<file path="config.mk">
export PLATFORM = sky130hd
export DESIGN_NAME = music_recorder
export DESIGN_NICKNAME = d
export VERILOG_FILES = /design/src/rtl/music_recorder.sv
export SDC_FILE = /design/constraint.sdc
export NUM_CORES = 1
export LEC_CHECK = 0
export BUFFER_PORTS_ARGS = -buffer_cell sky130_fd_sc_hd__buf_2
export CAP_MARGIN = 30
export CORE_UTILIZATION = 56
export CTS_CLUSTER_DIAMETER = 200
export CTS_CLUSTER_SIZE = 24
export DETAILED_ROUTE_END_ITERATION = 10
export MAX_ROUTING_LAYER = met4
export PLACE_DENSITY = 0.76
export SETUP_SLACK_MARGIN = 0.02
export SLEW_MARGIN = 10
export SYNTH_ARGS = -nofsm -noshare
export SYNTH_HDL_FRONTEND = slang
export SYNTH_SLANG_ARGS = --single-unit
</file>
<file path="constraint.sdc">
create_clock -name CLK -period 6.6 [get_ports CLK]
set_clock_uncertainty 0.1 [all_clocks]
set_input_delay 0.66 -clock CLK [delete_from_list [all_inputs] [get_ports CLK]]
set_output_delay 0.66 -clock CLK [all_outputs]
set_load 0.03 [all_outputs]
</file>
<file path="src/rtl/music_recorder.sv">
// rtl/music_recorder.sv - records live keyboard tones into score RAM as (tone, length) entries plus end marker
// Optional input debounce filter: define MUSIC_RECORDER_DEBOUNCE_EN.
module music_recorder #(
    parameter int ADDR_W         = 10,
    parameter int DEPTH          = 1024,
    parameter int TICKS_PER_UNIT = 3125000,
    parameter int DEBOUNCE_CYC   = 250000
) (
    input  logic              CLK,
    input  logic              RST,
    input  logic              EN,
    input  logic [6:0]        Tone,
    output logic [ADDR_W-1:0] RamAddr,
    output logic [6:0]        RamTone,
    output logic [6:0]        RamNote,
    output logic              RamWE,
    output logic              Recording,
    output logic              Full
);
    localparam int PW = $clog2(TICKS_PER_UNIT + 1);

    typedef enum logic [2:0] {IDLE, RUN, FLUSH, TERM, DONE} state_t;

    state_t            state, state_n;
    logic [6:0]        sync1, sync2, tone_f;
    logic [6:0]        cur_tone, cur_n, dur, dur_n, wr_tone, wr_note;
    logic [PW-1:0]     presc, presc_n;
    logic [ADDR_W-1:0] addr_n;
    logic              full_n, wr, tick;

    always_ff @(posedge CLK or posedge RST) begin
        if (RST) begin
            sync1 <= '0;
            sync2 <= '0;
        end else begin
            sync1 <= Tone;
            sync2 <= sync1;
        end
    end

`ifdef MUSIC_RECORDER_DEBOUNCE_EN
    localparam int DW = $clog2(DEBOUNCE_CYC + 1);
    logic [6:0]    cand;
    logic [DW-1:0] stable_cnt;

    // A candidate value must survive DEBOUNCE_CYC samples before it replaces tone_f.
    always_ff @(posedge CLK or posedge RST) begin
        if (RST) begin
            cand       <= '0;
            stable_cnt <= '0;
            tone_f     <= '0;
        end else if (sync2 != cand) begin
            cand       <= sync2;
            stable_cnt <= '0;
        end else if (stable_cnt == DW'(DEBOUNCE_CYC - 1)) begin
            tone_f <= cand;
        end else begin
            stable_cnt <= stable_cnt + 1'b1;
        end
    end
`else
    assign tone_f = sync2;
`endif

    assign tick      = (presc == PW'(TICKS_PER_UNIT - 1));
    assign Recording = (state == RUN) || (state == FLUSH) || (state == TERM);

    always_comb begin
        state_n = state;
        cur_n   = cur_tone;
        dur_n   = dur;
        presc_n = presc;
        full_n  = Full;
        wr      = 1'b0;
        wr_tone = cur_tone;
        wr_note = dur;
        // The address advances after each strobe except the end marker, which stays visible in DONE.
        addr_n  = (RamWE && state != DONE) ? RamAddr + 1'b1 : RamAddr;
        case (state)
            IDLE: begin
                if (EN) begin
                    state_n = RUN;
                    addr_n  = '0;
                    full_n  = 1'b0;
                    cur_n   = tone_f;
                    dur_n   = '0;
                    presc_n = '0;
                end
            end
            RUN: begin
                if (!EN) begin
                    state_n = FLUSH;
                end else begin
                    presc_n = tick ? '0 : presc + 1'b1;
                    if (tone_f != cur_tone) begin
                        wr      = (dur != 7'd0);
                        cur_n   = tone_f;
                        dur_n   = '0;
                        presc_n = '0;
                    end else if (tick) begin
                        if (dur == 7'd126) begin
                            wr      = 1'b1;
                            wr_note = 7'd127;
                            dur_n   = '0;
                        end else begin
                            dur_n = dur + 7'd1;
                        end
                    end
                    if (wr && addr_n == ADDR_W'(DEPTH - 2)) begin
                        full_n  = 1'b1;
                        state_n = TERM;
                    end
                end
            end
            FLUSH: begin
                wr      = (dur != 7'd0);
                state_n = TERM;
            end
            TERM: begin
                wr      = 1'b1;
                wr_tone = '0;
                wr_note = '0;
                state_n = DONE;
            end
            DONE: begin
                if (!EN) state_n = IDLE;
            end
            default: state_n = IDLE;
        endcase
    end

    always_ff @(posedge CLK or posedge RST) begin
        if (RST) begin
            state    <= IDLE;
            cur_tone <= '0;
            dur      <= '0;
            presc    <= '0;
            Full     <= 1'b0;
            RamAddr  <= '0;
            RamTone  <= '0;
            RamNote  <= '0;
            RamWE    <= 1'b0;
        end else begin
            state    <= state_n;
            cur_tone <= cur_n;
            dur      <= dur_n;
            presc    <= presc_n;
            Full     <= full_n;
            RamAddr  <= addr_n;
            RamWE    <= wr;
            if (wr) begin
                RamTone <= wr_tone;
                RamNote <= wr_note;
            end
        end
    end
endmodule
</file>
### After elaboration in Yosys (flattened, before gate mapping)

Cells that the tools add are included.

| cells by class | value |
|---|---|
| add/subtract/negate cells | 3 |
| multiply operators | 0 |
| divide/modulo/power cells | 0 |
| order comparisons | 0 |
| equal/unequal tests | 16 |
| shifts and indexed selects | 0 |
| multiplexer cells | 40 |
| bitwise gates (word level) | 0 |
| reduce and logical (&&, ||, !) cells | 12 |

Operators with widths:

| kind | count |
|---|---|
| $mux W7 | 13 |
| $mux W22 | 4 |
| $pmux W22 S2 | 1 |
| $pmux W7 S2 | 3 |
| $mux W10 | 3 |
| $add A22 B1 Y22 const B | 1 |
| $eq A22 B22 Y1 const B | 1 |
| $pmux W3 S5 | 1 |
| $mux W3 | 4 |
| $reduce_and A4 Y1 | 3 |
| $add A10 B1 Y10 const B | 1 |
| $eq A10 B10 Y1 const B | 1 |
| $mux W1 | 9 |
| $add A7 B1 Y7 const B | 1 |
| $eq A7 B7 Y1 const B | 1 |
| $ne A7 B7 Y1 | 1 |
| $reduce_bool A7 Y1 | 1 |
| $eq A3 B2 Y1 const B | 2 |
| $ne A2 B2 Y1 const B | 3 |
| $ne A3 B2 Y1 const B | 2 |
| $reduce_and A3 Y1 | 2 |
| $ne A2 B1 Y1 const B | 2 |
| $eq A3 B1 Y1 const B | 1 |
| $eq A3 B3 Y1 const B | 1 |
| 7 further kinds | 9 |

| word-level totals | value |
|---|---|
| register bits | 79 |
| latch bits | 0 |
| bits in writable memories | 0 |
| memory bits (read-only) | 0 |
| input port bits | 10 |
| output and inout port bits | 27 |
| memories | 0 |

### Depth between registers and ports, before layout

Gate-level depths: netlist of run 1.

| depth | value |
|---|---|
| word-level depth | 10 |
| gate-level depth with buffers | 10 |

### Worst setup path before layout of run 1

No wires, ideal clock.

| timing | value |
|---|---|
| kind | reg-to-reg |
| from | reg dur[0] |
| to | reg RamNote[0] |
| library setup time | 79 ps |
| arrival time | 2227 ps |
| path slack | 4193 ps |
| stages on the path, launching flop included | 11 |
| cells stage by stage | dfrtp_1 inv_1 ha_1 nand2_1 or3_1 buf_2 nor4_4 mux2i_2 o21ai_4 buf_12 mux2i_1 |

| between the ends | value |
|---|---|
| longest elaborated chain between the ends | 8 |
| elaborated cells between the ends (all ways) | 14 |

RTL lines:

| element | line | RTL |
|---|---|---|
| start, declared | 26 | `logic [6:0] cur_tone, cur_n, dur, dur_n, wr_tone, wr_note;` |
| start signal, assigned | 146 | `dur <= dur_n;` |
| $eq A7 B7 Y1 | 101 | `if (dur == 7'd126) begin` |
| $mux W1 | 101 |  |
| $mux W1 | 100 | `end else if (tick) begin` |
| $mux W1 | 95 | `if (tone_f != cur_tone) begin` |
| $mux W1 | 91 | `if (!EN) begin` |
| $mux W1 | 79 | `case (state)` |
| $mux W1 | 91 |  |
| $pmux W1 S3 * | 79 |  |
| via wr | 29 | `logic full_n, wr, tick;` |
| end signal, assigned | 153 | `RamNote <= wr_note;` |
| end, declared | 15 | `output logic [6:0] RamNote,` |

Mark *: on every way through the listed nets, which the timed path passes. The rest lies on a longest branch. The select of a mux whose other input is x is not followed.
A chain may end at the register's enable or synchronous reset.

### Worst setup path in the final report of run 1

| timing | value |
|---|---|
| from | reg presc[1] |
| to | reg dur[2] |

| between the ends | value |
|---|---|
| longest elaborated chain between the ends | 3 |

RTL lines:

| element | line | RTL |
|---|---|---|
| start, declared | 27 | `logic [PW-1:0] presc, presc_n;` |
| start signal, assigned | 147 | `presc <= presc_n;` |
| $eq A22 B22 Y1 | 65 | `assign tick = (presc == PW'(TICKS_PER_UNIT - 1));` |
| $ne A3 B2 Y1 (no line) | -- |  |
| $reduce_and A4 Y1 (no line) | -- |  |

Every way passes these cells.

==> flow_summary.html, run 1 <==
<table>
<tr><th>Metric</th><th>Value</th></tr>
<tr><th colspan="2">Clock network</th></tr>
<tr><td>Insertion delay to the later sink of the worst-skew pair</td><td>0.36 ns</td></tr>
<tr><td>H-tree Lvls</td><td>3</td></tr>
<tr><td>CTS tree</td><td>done</td></tr>
<tr><td>Max Root-Sink Buffers</td><td>2</td></tr>
<tr><td>Cts bufs inserted</td><td>9</td></tr>
<tr><td>Hold bufs inserted after CTS</td><td>0</td></tr>
<tr><td>Clock sinks</td><td>79</td></tr>
<tr><td>Clock transition at the registers of the reported paths</td><td>0.08 ns</td></tr>
<tr><td>Root buffer selected by CTS</td><td>sky130_fd_sc_hd__clkbuf_8</td></tr>
<tr><td>Quantity of gates resized following cts</td><td>0</td></tr>
<tr><td>Setup fix buffers added after clock tree synthesis</td><td>0</td></tr>
<tr><th colspan="2">Routing</th></tr>
<tr><td>Total DRC errors in the routed layout</td><td>0</td></tr>
<tr><td>Number of antenna-violating nets in the routed design</td><td>0</td></tr>
<tr><td>Total Wirelength</td><td>6930 µm</td></tr>
<tr><td>Number of design-rule violations left by the first detailed-router iteration</td><td>170</td></tr>
<tr><td>Number of optimization iterations in the first detailed-route pass</td><td>4</td></tr>
<tr><td>Vias after detailed routing</td><td>2,734</td></tr>
<tr><td>Post-detailed-route via-to-cell ratio</td><td>5.55</td></tr>
<tr><td>Detail-routed net length per standard cell</td><td>14.0 µm</td></tr>
<tr><th colspan="2">Min path</th></tr>
<tr><td>Origin of the worst min-delay path</td><td>sync1[3]</td></tr>
<tr><td>Hold Path Stages</td><td>0</td></tr>
<tr><td>Worst hold-check path type</td><td>reg -&gt; reg</td></tr>
<tr><td>Hold Path End</td><td>sync2[3]</td></tr>
<tr><th colspan="2">Layout</th></tr>
<tr><td>Number of non-filler instances in the completed layout</td><td>493</td></tr>
<tr><td>Ant. Diodes</td><td>0</td></tr>
<tr><td>Layout overhead on the synthesized area</td><td>11.0%</td></tr>
<tr><td>Number of nets in the layout</td><td>426</td></tr>
<tr><td>Layout cells sized above 1</td><td>17.5%</td></tr>
<tr><td>Commonest cells after routing, fill and taps aside</td><td>sky130_fd_sc_hd__dfrtp_1 (79), sky130_fd_sc_hd__nor2_1 (43), sky130_fd_sc_hd__nand2_1 (43)</td></tr>
<tr><td>Most frequent standard cell in the layout excluding fill and tap cells</td><td>sky130_fd_sc_hd__dfrtp_1</td></tr>
<tr><td>Summed area of non-filler cells in the final layout</td><td>0.00430 mm²</td></tr>
<tr><th colspan="2">Yosys</th></tr>
<tr><td>Number of synthesis warnings</td><td>0</td></tr>
<tr><td>Async S/R FF share, synth</td><td>100%</td></tr>
<tr><td>Sequential share of the synthesized area</td><td>51.0%</td></tr>
<tr><td>Number of storage elements in the synthesis netlist</td><td>79</td></tr>
<tr><td>Prevailing post-synth register cell</td><td>sky130_fd_sc_hd__dfrtp_1</td></tr>
<tr><td>Multiplexer share of the synthesized area</td><td>6.27%</td></tr>
<tr><td>Synthesized-area fraction occupied by ao, oa, aoi and oai cells</td><td>6.23%</td></tr>
<tr><td>Post-synth EDFFs</td><td>0</td></tr>
<tr><td>Syn_area_per_cell</td><td>10.3 µm²</td></tr>
<tr><td>Post-synthesis simple-gate area fraction</td><td>22.5%</td></tr>
<tr><td>Yosys cell types</td><td>48</td></tr>
<tr><td>Nets in the synthesized netlist</td><td>391</td></tr>
<tr><td>Xor-xnor portion of the synthesized cell area</td><td>8.37%</td></tr>
<tr><td>Dominant combinational cell family by area after synthesis</td><td>simple AND/OR/NAND/NOR gates</td></tr>
<tr><td>Area of the mapped netlist</td><td>0.00387 mm²</td></tr>
<tr><td>Adder-cell area share of the yosys netlist</td><td>1.61%</td></tr>
<tr><td>Syn Inst Count</td><td>376</td></tr>
<tr><th colspan="2">Setup path</th></tr>
<tr><td>Required time of the critical path</td><td>6.74 ns</td></tr>
<tr><td>Type of element capturing the critical path</td><td>flip-flop</td></tr>
<tr><td>Slowest cell delay on critical path</td><td>0.78 ns</td></tr>
<tr><td>Worst R2R Path Depth</td><td>7</td></tr>
<tr><td>Standard cell with the maximum stage delay on the critical path</td><td>sky130_fd_sc_hd__o21a_1</td></tr>
<tr><td>R2r startpoint</td><td>presc[1]</td></tr>
<tr><td>Maximum fanout along the worst path</td><td>27</td></tr>
<tr><td>Worst flop-to-flop path endpoint</td><td>dur[2]</td></tr>
<tr><td>Critical path startpoint category</td><td>flip-flop</td></tr>
<tr><td>WP data arrival</td><td>3.02 ns</td></tr>
<tr><td>Critical path, cell by cell</td><td>ha_1 -&gt; nand2_1 -&gt; or4_1 -&gt; nor3_2 -&gt; o21a_1 -&gt; o31a_1 -&gt; mux2i_1</td></tr>
<tr><td>Worst setup path class</td><td>reg -&gt; reg</td></tr>
<tr><td>R2R setup slack</td><td>3.73 ns</td></tr>
<tr><th colspan="2">Global routing</th></tr>
<tr><td>First-pass GRT wire length</td><td>11,800 µm</td></tr>
<tr><td>Antenna violations before repair</td><td>0</td></tr>
<tr><td>Maximum number of pins on one net before global-route repair</td><td>80</td></tr>
<tr><td>Number of global-route vias before repair</td><td>2,578</td></tr>
<tr><td>Gr usage total</td><td>21.5%</td></tr>
<tr><td>Global-route congestion overflow total</td><td>0</td></tr>
<tr><th colspan="2">Pwr</th></tr>
<tr><td>P per Cell Area</td><td>322 mW/mm²</td></tr>
<tr><td>Switching fraction of total power</td><td>36.8%</td></tr>
<tr><td>Switching power total</td><td>0.000509 W</td></tr>
<tr><td>Fraction of power consumed by sequential logic</td><td>46.4%</td></tr>
<tr><td>Leakage power figure</td><td>1.94 nW</td></tr>
<tr><td>Highest ir drop seen on vdd</td><td>0.160 mV</td></tr>
<tr><td>Internal portion of total power</td><td>0.000876 W</td></tr>
<tr><td>Proportion of power drawn by the clock network</td><td>25.6%</td></tr>
<tr><td>Comb power frac</td><td>27.9%</td></tr>
<tr><th colspan="2">STA</th></tr>
<tr><td>Min setup slack post-route</td><td>3.73 ns</td></tr>
<tr><td>Max transition margin</td><td>38.5%</td></tr>
<tr><td>Fin crit share</td><td>43.6%</td></tr>
<tr><td>Setup Viol. Count Final</td><td>0</td></tr>
<tr><td>Total negative slack for setup checks</td><td>0 ns</td></tr>
<tr><td>Final-report max-slew violation count</td><td>0</td></tr>
<tr><td>Final period demand of the worst path</td><td>2.87 ns</td></tr>
<tr><td>Transition time at the pin with the least slew margin</td><td>0.923 ns</td></tr>
<tr><td>Highest attainable clock frequency</td><td>348 MHz</td></tr>
<tr><td>Final Hold Viols</td><td>0</td></tr>
<tr><td>Unrepaired setup endpoints after global routing</td><td>no</td></tr>
<tr><th colspan="2">Status</th></tr>
<tr><td>Status</td><td>finished clean</td></tr>
<tr><th colspan="2">Die</th></tr>
<tr><td>Full die area</td><td>0.00725 mm²</td></tr>
<tr><td>Floorplan core area</td><td>0.00649 mm²</td></tr>
<tr><td>Die Span X</td><td>85.2 µm</td></tr>
<tr><td>Die extent in y</td><td>85.2 µm</td></tr>
<tr><td>Number of placement rows</td><td>29</td></tr>
<tr><td>Initial core utilization</td><td>59.6%</td></tr>
<tr><td>IO Pins</td><td>37</td></tr>
<tr><th colspan="2">Job</th></tr>
<tr><td>MaxCap Viol Count</td><td>0</td></tr>
<tr><th colspan="2">Place</th></tr>
<tr><td>Inst Count DP</td><td>476</td></tr>
<tr><td>Number of buffers added on ports</td><td>36</td></tr>
<tr><td>Placement-stage worst setup slack</td><td>3.74 ns</td></tr>
<tr><td>Dpl hpwl</td><td>4720 µm</td></tr>
<tr><td>Area of placed instances</td><td>0.00408 mm²</td></tr>
<tr><td>Routability cong.</td><td>0.904</td></tr>
</table>
==> cell families (layout without fill, tap and decap cells) <==
group | after synthesis | count (layout)
mux | 23 | 23
fa+ha+maj | 5 | 5
compound gates | 37 | 37
xor+xnor | 37 | 37
buf+inv | 33 | 73
flops | 79 | 79
simple gates | 162 | 162
==> worst max-delay path by stage <==
stage,from,endpoint
floorplan,RST,Full
global placement,presc[0],dur[2]
detailed placement,presc[0],dur[2]
CTS,presc[0],dur[2]
global route,presc[1],dur[2]
finish,presc[1],dur[2]
==> final cells by class <==
class                   count  area (µm²)
fillers                   515        2190
flip-flops and latches     79        1980
multi-input cells         264        1740
repair buffers             38         215
clock buffers              10         128
well taps                  77        96.3
inverters                  19        71.3
clock inverters             6        70.1
==> state kept, by name (all words and copies together) (netlist names) <==
name / cells
cur_tone: 7
state: 3
RamWE: 1
presc: 22
RamAddr: 10
RamNote: 7
sync1: 7
RamTone: 7
dur: 7
sync2: 7
Full: 1
==> worst max-delay path: cells and delay by family, from the launching register on <==
| kind | cells | cell delay [ns] |
|---|---|---|
| flops | 1 | 0.39 |
| mux | 1 | 0.07 |
| compound gates | 2 | 1.04 |
| simple gates | 3 | 0.99 |
| fa+ha+maj | 1 | 0.17 |
==> layer usage <==
layer / up-vias / global-route usage (%) / part of all wire [%] / routed length, µm
li1: 1367 / - / - / -
met4: 0 / 10.6 / 2.1 / 144
met5: - / - / 0 / 0
met2: 42 / 32.1 / 45 / 3140
met1: 1313 / 28.0 / 50 / 3440
met3: 12 / 4.38 / 2.9 / 200
==> metrics by stage <==
stage                     total power, W  utilization (%)  hold WS, ns
after CTS                        0.00140             65.8        0.254
after global placement           0.00103             62.7        0.234
after floorplan                 0.000953                -        0.231
final                            0.00139             66.2        0.251
after global routing             0.00147             66.2        0.258
after detailed placement         0.00104             62.7        0.235
==> cells in the mapped netlist, drive strengths merged, types with 2 or more instances <==
cell type  instances  area, µm²
and3               2       12.5
nor2b              2       12.5
or3                6       37.5
and4               3       26.3
o31ai              4       30.0
nand4              8       50.1
or4                3       22.5
o41ai              2       17.5
nor2              43        161
o21ai             12       71.3
nand3             14       70.1
dfrtp             79       1980
nor4b              4       41.3
nand4b             3       26.3
inv               19       71.3
xnor2             11       96.3
buf                7       56.3
a21oi              9       45.0
mux2i             16        164
o21a               2       15.0
mux2               7       78.8
nand2             44        168
a31oi              2       12.5
ha                 5       62.6
nor4               7       88.8
or2                2       12.5
nor3              10       55.1
nand3b             3       22.5
o211ai             2       15.0
clkbuf             7       26.3
nand2b             5       31.3
xor2              26        228
==> power groups by stage <==
stage	logic (W)	registers [W]	clock network [W]
final	0.000387	0.000644	0.000355
after global routing	0.000427	0.000656	0.000384
after CTS	0.000390	0.000643	0.000365
after detailed placement	0.000389	0.000652	0
after global placement	0.000382	0.000647	0
after floorplan	0.000263	0.000690	0
(Power assumes the default switching activity.)
==> run 2, diff against run 1 <==
--- a/config.mk
+++ b/config.mk
@@ -7,12 +7,12 @@
 export LEC_CHECK = 0
 export BUFFER_PORTS_ARGS = -buffer_cell sky130_fd_sc_hd__buf_2
 export CAP_MARGIN = 30
-export CORE_UTILIZATION = 56
+export CORE_UTILIZATION = 53
 export CTS_CLUSTER_DIAMETER = 200
 export CTS_CLUSTER_SIZE = 24
 export DETAILED_ROUTE_END_ITERATION = 10
 export MAX_ROUTING_LAYER = met4
-export PLACE_DENSITY = 0.76
+export PLACE_DENSITY = 0.75
 export SETUP_SLACK_MARGIN = 0.02
 export SLEW_MARGIN = 10
 export SYNTH_ARGS = -nofsm -noshare
==> constraint.sdc (replaced) <==
create_clock -name CLK -period 2.42 [get_ports CLK]
set_clock_uncertainty 0.1 [all_clocks]
set_input_delay 0.242 -clock CLK [delete_from_list [all_inputs] [get_ports CLK]]
set_output_delay 0.242 -clock CLK [all_outputs]
set_load 0.03 [all_outputs]
==> flow_summary.html, run 2 (same netlist as run 1, synthesis figures left out) <==
<table>
<tr><th>Metric</th><th>Value</th></tr>
<tr><th colspan="2">Status</th></tr>
<tr><td>Status</td><td>finished clean</td></tr>
<tr><th colspan="2">STA</th></tr>
<tr><td>Final period demand of the worst path</td><td>2.40 ns</td></tr>
<tr><td>Setup Viol. Count Final</td><td>0</td></tr>
<tr><td>Min setup slack post-route</td><td>0.0155 ns</td></tr>
<tr><td>Max transition margin</td><td>61.1%</td></tr>
<tr><td>Transition time at the pin with the least slew margin</td><td>0.583 ns</td></tr>
<tr><td>Final Hold Viols</td><td>0</td></tr>
<tr><td>Highest attainable clock frequency</td><td>416 MHz</td></tr>
<tr><td>Unrepaired setup endpoints after global routing</td><td>yes</td></tr>
<tr><td>Fin crit share</td><td>99.4%</td></tr>
<tr><td>Final-report max-slew violation count</td><td>0</td></tr>
<tr><th colspan="2">Clock network</th></tr>
<tr><td>Max Root-Sink Buffers</td><td>2</td></tr>
<tr><td>H-tree Lvls</td><td>3</td></tr>
<tr><td>Clock transition at the registers of the reported paths</td><td>0.09 ns</td></tr>
<tr><td>Clock sinks</td><td>79</td></tr>
<tr><td>Insertion delay to the later sink of the worst-skew pair</td><td>0.35 ns</td></tr>
<tr><td>Cts bufs inserted</td><td>9</td></tr>
<tr><td>CTS tree</td><td>done</td></tr>
<tr><td>Root buffer selected by CTS</td><td>sky130_fd_sc_hd__clkbuf_8</td></tr>
<tr><th colspan="2">Layout</th></tr>
<tr><td>Number of nets in the layout</td><td>459</td></tr>
<tr><td>Largest registers in the final layout</td><td>presc: 22 flops, RamAddr: 10 flops</td></tr>
<tr><td>Ant. Diodes</td><td>0</td></tr>
<tr><td>Commonest cells after routing, fill and taps aside</td><td>sky130_fd_sc_hd__dfrtp_1 (79), sky130_fd_sc_hd__nor2_1 (43), sky130_fd_sc_hd__nand2_1 (42)</td></tr>
<tr><td>Layout overhead on the synthesized area</td><td>19.9%</td></tr>
<tr><td>Register area</td><td>0.00198 mm²</td></tr>
<tr><td>Fill count</td><td>525</td></tr>
<tr><td>Area taken by multi-input logic gates</td><td>0.00179 mm²</td></tr>
<tr><td>Most frequent standard cell in the layout excluding fill and tap cells</td><td>sky130_fd_sc_hd__dfrtp_1</td></tr>
<tr><td>Max FFs per register</td><td>22</td></tr>
<tr><td>Layout cells sized above 1</td><td>23.8%</td></tr>
<tr><td>Register with the most flip-flops</td><td>presc</td></tr>
<tr><td>Summed area of non-filler cells in the final layout</td><td>0.00464 mm²</td></tr>
<tr><th colspan="2">Pwr</th></tr>
<tr><td>Switching fraction of total power</td><td>38.0%</td></tr>
<tr><td>Fraction of power consumed by sequential logic</td><td>44.1%</td></tr>
<tr><td>Proportion of power drawn by the clock network</td><td>22.9%</td></tr>
<tr><td>Highest ir drop seen on vdd</td><td>0.488 mV</td></tr>
<tr><td>Power consumption</td><td>0.00391 W</td></tr>
<tr><td>Switching power total</td><td>0.00149 W</td></tr>
<tr><td>Internal portion of total power</td><td>0.00242 W</td></tr>
<tr><td>Leakage power figure</td><td>2.11 nW</td></tr>
<tr><td>Comb power frac</td><td>33.0%</td></tr>
<tr><td>P per Cell Area</td><td>841 mW/mm²</td></tr>
<tr><th colspan="2">Die</th></tr>
<tr><td>Number of placement rows</td><td>30</td></tr>
<tr><td>Full die area</td><td>0.00765 mm²</td></tr>
<tr><td>Die Span X</td><td>87.5 µm</td></tr>
<tr><td>Initial core utilization</td><td>55.8%</td></tr>
<tr><td>IO Pins</td><td>37</td></tr>
<tr><td>Floorplan core area</td><td>0.00694 mm²</td></tr>
<tr><td>Die extent in y</td><td>87.5 µm</td></tr>
<tr><th colspan="2">Setup path</th></tr>
<tr><td>Startpoint of the worst setup timing path</td><td>dur[0]</td></tr>
<tr><td>Required time of the critical path</td><td>2.59 ns</td></tr>
<tr><td>Worst setup path class</td><td>reg -&gt; reg</td></tr>
<tr><td>Type of element capturing the critical path</td><td>flip-flop</td></tr>
<tr><td>Critical path startpoint category</td><td>flip-flop</td></tr>
<tr><td>WP data arrival</td><td>2.57 ns</td></tr>
<tr><td>R2r startpoint</td><td>dur[0]</td></tr>
<tr><td>Maximum fanout along the worst path</td><td>8</td></tr>
<tr><td>Worst R2R Path Depth</td><td>9</td></tr>
<tr><th colspan="2">Routing</th></tr>
<tr><td>Total DRC errors in the routed layout</td><td>0</td></tr>
<tr><td>Detail-routed net length per standard cell</td><td>14.4 µm</td></tr>
<tr><td>Total Wirelength</td><td>7830 µm</td></tr>
<tr><td>Post-detailed-route via-to-cell ratio</td><td>5.37</td></tr>
<tr><td>Vias after detailed routing</td><td>2,929</td></tr>
<tr><td>Number of antenna-violating nets in the routed design</td><td>0</td></tr>
<tr><td>Number of optimization iterations in the first detailed-route pass</td><td>4</td></tr>
<tr><td>Number of design-rule violations left by the first detailed-router iteration</td><td>132</td></tr>
<tr><th colspan="2">Global routing</th></tr>
<tr><td>GR peak layer</td><td>met2</td></tr>
<tr><td>Global-route congestion overflow total</td><td>0</td></tr>
<tr><td>Number of global-route vias before repair</td><td>2,742</td></tr>
<tr><td>GR met2 Demand/Resource</td><td>33.8%</td></tr>
<tr><td>Met1 track demand over resource</td><td>30.2%</td></tr>
<tr><td>M3 GR Usage</td><td>5.88%</td></tr>
<tr><td>Antenna violations before repair</td><td>0</td></tr>
<tr><td>First-pass GRT wire length</td><td>12,900 µm</td></tr>
<tr><td>Gr usage total</td><td>22.7%</td></tr>
<tr><td>Maximum number of pins on one net before global-route repair</td><td>53</td></tr>
<tr><th colspan="2">Job</th></tr>
<tr><td>MaxCap Viol Count</td><td>0</td></tr>
<tr><th colspan="2">Place</th></tr>
<tr><td>Routability cong.</td><td>0.863</td></tr>
<tr><td>Dpl hpwl</td><td>5340 µm</td></tr>
<tr><td>Placement-stage worst setup slack</td><td>0.0591 ns</td></tr>
<tr><td>Number of buffers added on ports</td><td>36</td></tr>
<tr><td>Area of placed instances</td><td>0.00428 mm²</td></tr>
<tr><th colspan="2">Min path</th></tr>
<tr><td>Origin of the worst min-delay path</td><td>EN</td></tr>
<tr><td>Worst hold-check path type</td><td>in -&gt; reg</td></tr>
<tr><td>Hold Path Stages</td><td>3</td></tr>
</table>
-- run 2: changes by cell type in the layout (fill, tap and decap cells not counted), moves of 2 or more --
| cell | delta |
|---|---|
| sky130_fd_sc_hd__buf_4 | +23 |
| sky130_fd_sc_hd__dlygate4sd3_1 | +8 |
| sky130_fd_sc_hd__buf_12 | +2 |
| sky130_fd_sc_hd__clkinv_4 | -2 |
| sky130_fd_sc_hd__or3_1 | -2 |
| sky130_fd_sc_hd__or3_4 | +2 |
-- run 2: what timing repair did --
action / in CTS / in global routing
hold buffers: 8 / 0
gates resized for setup: 0 / 10
endpoints found under the hold margin: 34 / 0
buffers inserted: 0 / 4
endpoints found under the setup margin: 0 / 20
-- run 2: final timing paths --
kind	to	slack, ns
max reg2reg	RamNote[5]	0.02
max	RamNote[5]	0.02
min reg2reg	sync2[1]	0.25
min	state[2]	0.06
min in group asynchronous	cur_tone[1]	0.40
max in group asynchronous	presc[2]	1.13
-- run 2: stage by stage --
stage / cells / setup TNS [ns] / hold slack [ns] / utilization (%)
floorplan: 376 / 0 / 0.173 / -
finish: 545 / 0 / 0.0597 / 66.9
global placement: 516 / 0 / 0.232 / 61.7
global route: 545 / -0.988 / 0.0780 / 66.9
CTS: 540 / 0 / 0.0421 / 65.4
detailed placement: 516 / 0 / 0.236 / 61.7
-- run 2: per-layer routing --
layer	vias to the layer above	share of wire (%)
li1	1427	-
met1	1424	46
met2	66	47
met3	12	4.6
met4	0	2.1
met5	-	0
-- run 2: power by group through the flow --
| stage | sequential [W] | clock (W) | combinational, W |
|---|---|---|---|
| floorplan | 0.00188 | 0 | 0.000717 |
| global placement | 0.00172 | 0 | 0.00119 |
| detailed placement | 0.00174 | 0 | 0.00122 |
| CTS | 0.00172 | 0.000920 | 0.00124 |
| global route | 0.00175 | 0.000974 | 0.00141 |
| finish | 0.00172 | 0.000894 | 0.00129 |
-- run 2: area by class of cell --
class	instances	share of cell area, %
inverter	19	1.54
sequential	79	42.6
tap	96	2.59
multi-input combinational	264	38.6
clock buffer	9	2.67
clock inverter	7	1.19
timing repair buffer	71	10.9
-- run 2: critical path: stages (launching register included) --
cell and delay (ns):
sky130_fd_sc_hd__dfrtp_1 0.40, sky130_fd_sc_hd__inv_2 0.08, sky130_fd_sc_hd__ha_1 0.18, sky130_fd_sc_hd__nand2_1 0.08, sky130_fd_sc_hd__or3_4 0.41, sky130_fd_sc_hd__nor4_4 0.34, sky130_fd_sc_hd__mux2i_4 0.13, sky130_fd_sc_hd__o21ai_4 0.22
sky130_fd_sc_hd__buf_12 0.17, sky130_fd_sc_hd__mux2i_1 0.21
==> run 3, diff against run 2 <==
--- a/config.mk
+++ b/config.mk
@@ -12,7 +12,7 @@
 export CTS_CLUSTER_SIZE = 24
 export DETAILED_ROUTE_END_ITERATION = 10
 export MAX_ROUTING_LAYER = met4
-export PLACE_DENSITY = 0.75
+export PLACE_DENSITY = 0.82
 export SETUP_SLACK_MARGIN = 0.02
 export SLEW_MARGIN = 10
 export SYNTH_ARGS = -nofsm -noshare
==> flow_summary.html, run 3 (same netlist as run 1, synthesis figures left out) <==
<table>
<tr><th>Metric</th><th>Value</th></tr>
<tr><th colspan="2">Status</th></tr>
<tr><td>Status</td><td>finished clean</td></tr>
<tr><th colspan="2">Place</th></tr>
<tr><td>Dpl hpwl</td><td>5610 µm</td></tr>
<tr><td>Routability cong.</td><td>0.897</td></tr>
<tr><td>Number of buffers added on ports</td><td>36</td></tr>
<tr><td>Placement-stage worst setup slack</td><td>0.0269 ns</td></tr>
<tr><th colspan="2">STA</th></tr>
<tr><td>Fin crit share</td><td>97.8%</td></tr>
<tr><td>Final Hold Viols</td><td>0</td></tr>
<tr><td>Final-report max-slew violation count</td><td>0</td></tr>
<tr><td>Setup Viol. Count Final</td><td>0</td></tr>
<tr><td>Highest attainable clock frequency</td><td>423 MHz</td></tr>
<tr><td>Unrepaired setup endpoints after global routing</td><td>yes</td></tr>
<tr><td>Transition time at the pin with the least slew margin</td><td>0.831 ns</td></tr>
<tr><td>Worst Hold Slack</td><td>0.0936 ns</td></tr>
<tr><td>Final period demand of the worst path</td><td>2.37 ns</td></tr>
<tr><td>Min setup slack post-route</td><td>0.0537 ns</td></tr>
<tr><td>Max transition margin</td><td>44.5%</td></tr>
<tr><th colspan="2">Clock network</th></tr>
<tr><td>Max Root-Sink Buffers</td><td>2</td></tr>
<tr><td>Root buffer selected by CTS</td><td>sky130_fd_sc_hd__clkbuf_8</td></tr>
<tr><td>H-tree Lvls</td><td>3</td></tr>
<tr><td>Clock sinks</td><td>79</td></tr>
<tr><td>CTS tree</td><td>done</td></tr>
<tr><td>Cts bufs inserted</td><td>9</td></tr>
<tr><td>Insertion delay to the later sink of the worst-skew pair</td><td>0.34 ns</td></tr>
<tr><td>Clock transition at the registers of the reported paths</td><td>0.08 ns</td></tr>
<tr><th colspan="2">Routing</th></tr>
<tr><td>Total Wirelength</td><td>8230 µm</td></tr>
<tr><td>Post-detailed-route via-to-cell ratio</td><td>5.47</td></tr>
<tr><td>Number of design-rule violations left by the first detailed-router iteration</td><td>123</td></tr>
<tr><td>Vias after detailed routing</td><td>2,986</td></tr>
<tr><td>Number of antenna-violating nets in the routed design</td><td>0</td></tr>
<tr><td>Number of optimization iterations in the first detailed-route pass</td><td>5</td></tr>
<tr><td>Total DRC errors in the routed layout</td><td>0</td></tr>
<tr><td>Detail-routed net length per standard cell</td><td>15.1 µm</td></tr>
<tr><th colspan="2">Pwr</th></tr>
<tr><td>Fraction of power consumed by sequential logic</td><td>41.5%</td></tr>
<tr><td>Proportion of power drawn by the clock network</td><td>26.1%</td></tr>
<tr><td>P per Cell Area</td><td>876 mW/mm²</td></tr>
<tr><td>Switching power total</td><td>0.00145 W</td></tr>
<tr><td>Power consumption</td><td>0.00412 W</td></tr>
<tr><td>Switching fraction of total power</td><td>35.2%</td></tr>
<tr><td>Leakage power figure</td><td>2.13 nW</td></tr>
<tr><td>Comb power frac</td><td>32.4%</td></tr>
<tr><td>Internal portion of total power</td><td>0.00267 W</td></tr>
<tr><td>Highest ir drop seen on vdd</td><td>0.385 mV</td></tr>
<tr><th colspan="2">Die</th></tr>
<tr><td>Die Span X</td><td>87.5 µm</td></tr>
<tr><td>Full die area</td><td>0.00765 mm²</td></tr>
<tr><td>Number of placement rows</td><td>30</td></tr>
<tr><td>Die extent in y</td><td>87.5 µm</td></tr>
<tr><td>Initial core utilization</td><td>55.8%</td></tr>
<tr><td>Floorplan core area</td><td>0.00694 mm²</td></tr>
<tr><td>IO Pins</td><td>37</td></tr>
<tr><th colspan="2">Layout</th></tr>
<tr><td>Commonest cells after routing, fill and taps aside</td><td>sky130_fd_sc_hd__dfrtp_1 (79), sky130_fd_sc_hd__nor2_1 (43), sky130_fd_sc_hd__nand2_1 (43)</td></tr>
<tr><td>Number of nets in the layout</td><td>460</td></tr>
<tr><td>Most frequent standard cell in the layout excluding fill and tap cells</td><td>sky130_fd_sc_hd__dfrtp_1</td></tr>
<tr><td>Layout cells sized above 1</td><td>24.2%</td></tr>
<tr><td>Ant. Diodes</td><td>0</td></tr>
<tr><td>Register with the most flip-flops</td><td>presc</td></tr>
<tr><td>Max FFs per register</td><td>22</td></tr>
<tr><td>Largest registers in the final layout</td><td>presc: 22 flops, RamAddr: 10 flops</td></tr>
<tr><td>Layout overhead on the synthesized area</td><td>21.4%</td></tr>
<tr><th colspan="2">Global routing</th></tr>
<tr><td>Number of global-route vias before repair</td><td>2,822</td></tr>
<tr><td>First-pass GRT wire length</td><td>13,400 µm</td></tr>
<tr><td>Antenna violations before repair</td><td>0</td></tr>
<tr><td>GR met2 Demand/Resource</td><td>37.8%</td></tr>
<tr><td>Global-route congestion overflow total</td><td>0</td></tr>
<tr><td>Maximum number of pins on one net before global-route repair</td><td>41</td></tr>
<tr><td>M3 GR Usage</td><td>5.31%</td></tr>
<tr><td>Met1 track demand over resource</td><td>30.8%</td></tr>
<tr><td>Gr usage total</td><td>23.9%</td></tr>
<tr><td>GR peak layer</td><td>met2</td></tr>
<tr><th colspan="2">Setup path</th></tr>
<tr><td>Type of element capturing the critical path</td><td>flip-flop</td></tr>
<tr><td>Required time of the critical path</td><td>2.59 ns</td></tr>
<tr><td>Worst setup path class</td><td>reg -&gt; reg</td></tr>
<tr><td>Critical path startpoint category</td><td>flip-flop</td></tr>
<tr><td>Maximum fanout along the worst path</td><td>7</td></tr>
<tr><td>WP data arrival</td><td>2.53 ns</td></tr>
<tr><th colspan="2">Job</th></tr>
<tr><td>MaxCap Viol Count</td><td>0</td></tr>
<tr><th colspan="2">Min path</th></tr>
<tr><td>Worst hold-check path type</td><td>in -&gt; reg</td></tr>
</table>
==> run 3: worst paths after layout <==
kind,slack (ns),endpoint,start,cells after the start
worst min-delay path,0.09,state[2],EN,3
min in group asynchronous,0.51,sync1[2],RST,3
worst max-delay path,0.05,RamNote[4],presc[5],8
max in group asynchronous,1.05,RamAddr[6],RST,4
worst min register to register,0.25,sync2[5],sync1[5],0
worst max register to register,0.05,RamNote[4],presc[5],8
==> run 3: what timing repair did <==
| action | 4_1_cts | 5_1_grt |
|---|---|---|
| pin swaps | 0 | 1 |
| setup buffers | 0 | 3 |
| hold buffers | 8 | 0 |
| gates resized for setup | 1 | 10 |
| setup endpoints to repair | 3 | 23 |
| gates cloned | 0 | 1 |
| endpoints found under the hold margin | 45 | 0 |
==> run 3: power by group through the flow <==
stage	clock network [W]	registers (W)	logic, W
2_1_floorplan	0	0.00188	0.000717
3_3_place_gp	0	0.00171	0.00120
3_5_place_dp	0	0.00172	0.00124
4_1_cts	0.00110	0.00170	0.00126
5_1_grt	0.00116	0.00174	0.00146
6_report	0.00108	0.00171	0.00133
==> run 3: layout make-up <==
cell class	instances	area (µm²)
clock buffer	11	141
clock inverter	5	81.3
fill	512	2240
inverter	19	71.3
multi-input combinational	264	1800
sequential	79	1980
tap	96	120
timing repair buffer	72	513
==> run 3: stage by stage <==
| stage | util [%] | std cells | setup TNS (ns) | instance area [µm²] |
|---|---|---|---|---|
| 3_3_place_gp | 61.9 | 518 | 0 | 4300 |
| 5_1_grt | 67.7 | 546 | -0.0830 | 4700 |
| 2_1_floorplan | - | 376 | 0 | 3870 |
| 4_1_cts | 66.3 | 542 | 0 | 4610 |
| 3_5_place_dp | 61.9 | 518 | 0 | 4300 |
| 6_report | 67.7 | 546 | 0 | 4700 |
==> run 3: worst max-delay path: stages (launching register included) <==
cell and delay [ns]:
sky130_fd_sc_hd__dfrtp_1 0.45, sky130_fd_sc_hd__nor4b_2 0.34, sky130_fd_sc_hd__nand3_1 0.15, sky130_fd_sc_hd__buf_4 0.17, sky130_fd_sc_hd__nor4_4 0.30, sky130_fd_sc_hd__mux2i_2 0.15
sky130_fd_sc_hd__o21ai_4 0.23, sky130_fd_sc_hd__clkbuf_16 0.20, sky130_fd_sc_hd__mux2i_1 0.20
==> run 3: per-layer routing <==
metal  vias up  wire length, µm
met3         9              321
met2        77             4070
met1      1467             3740
li1       1433                -
met4         0              100
met5         -                0
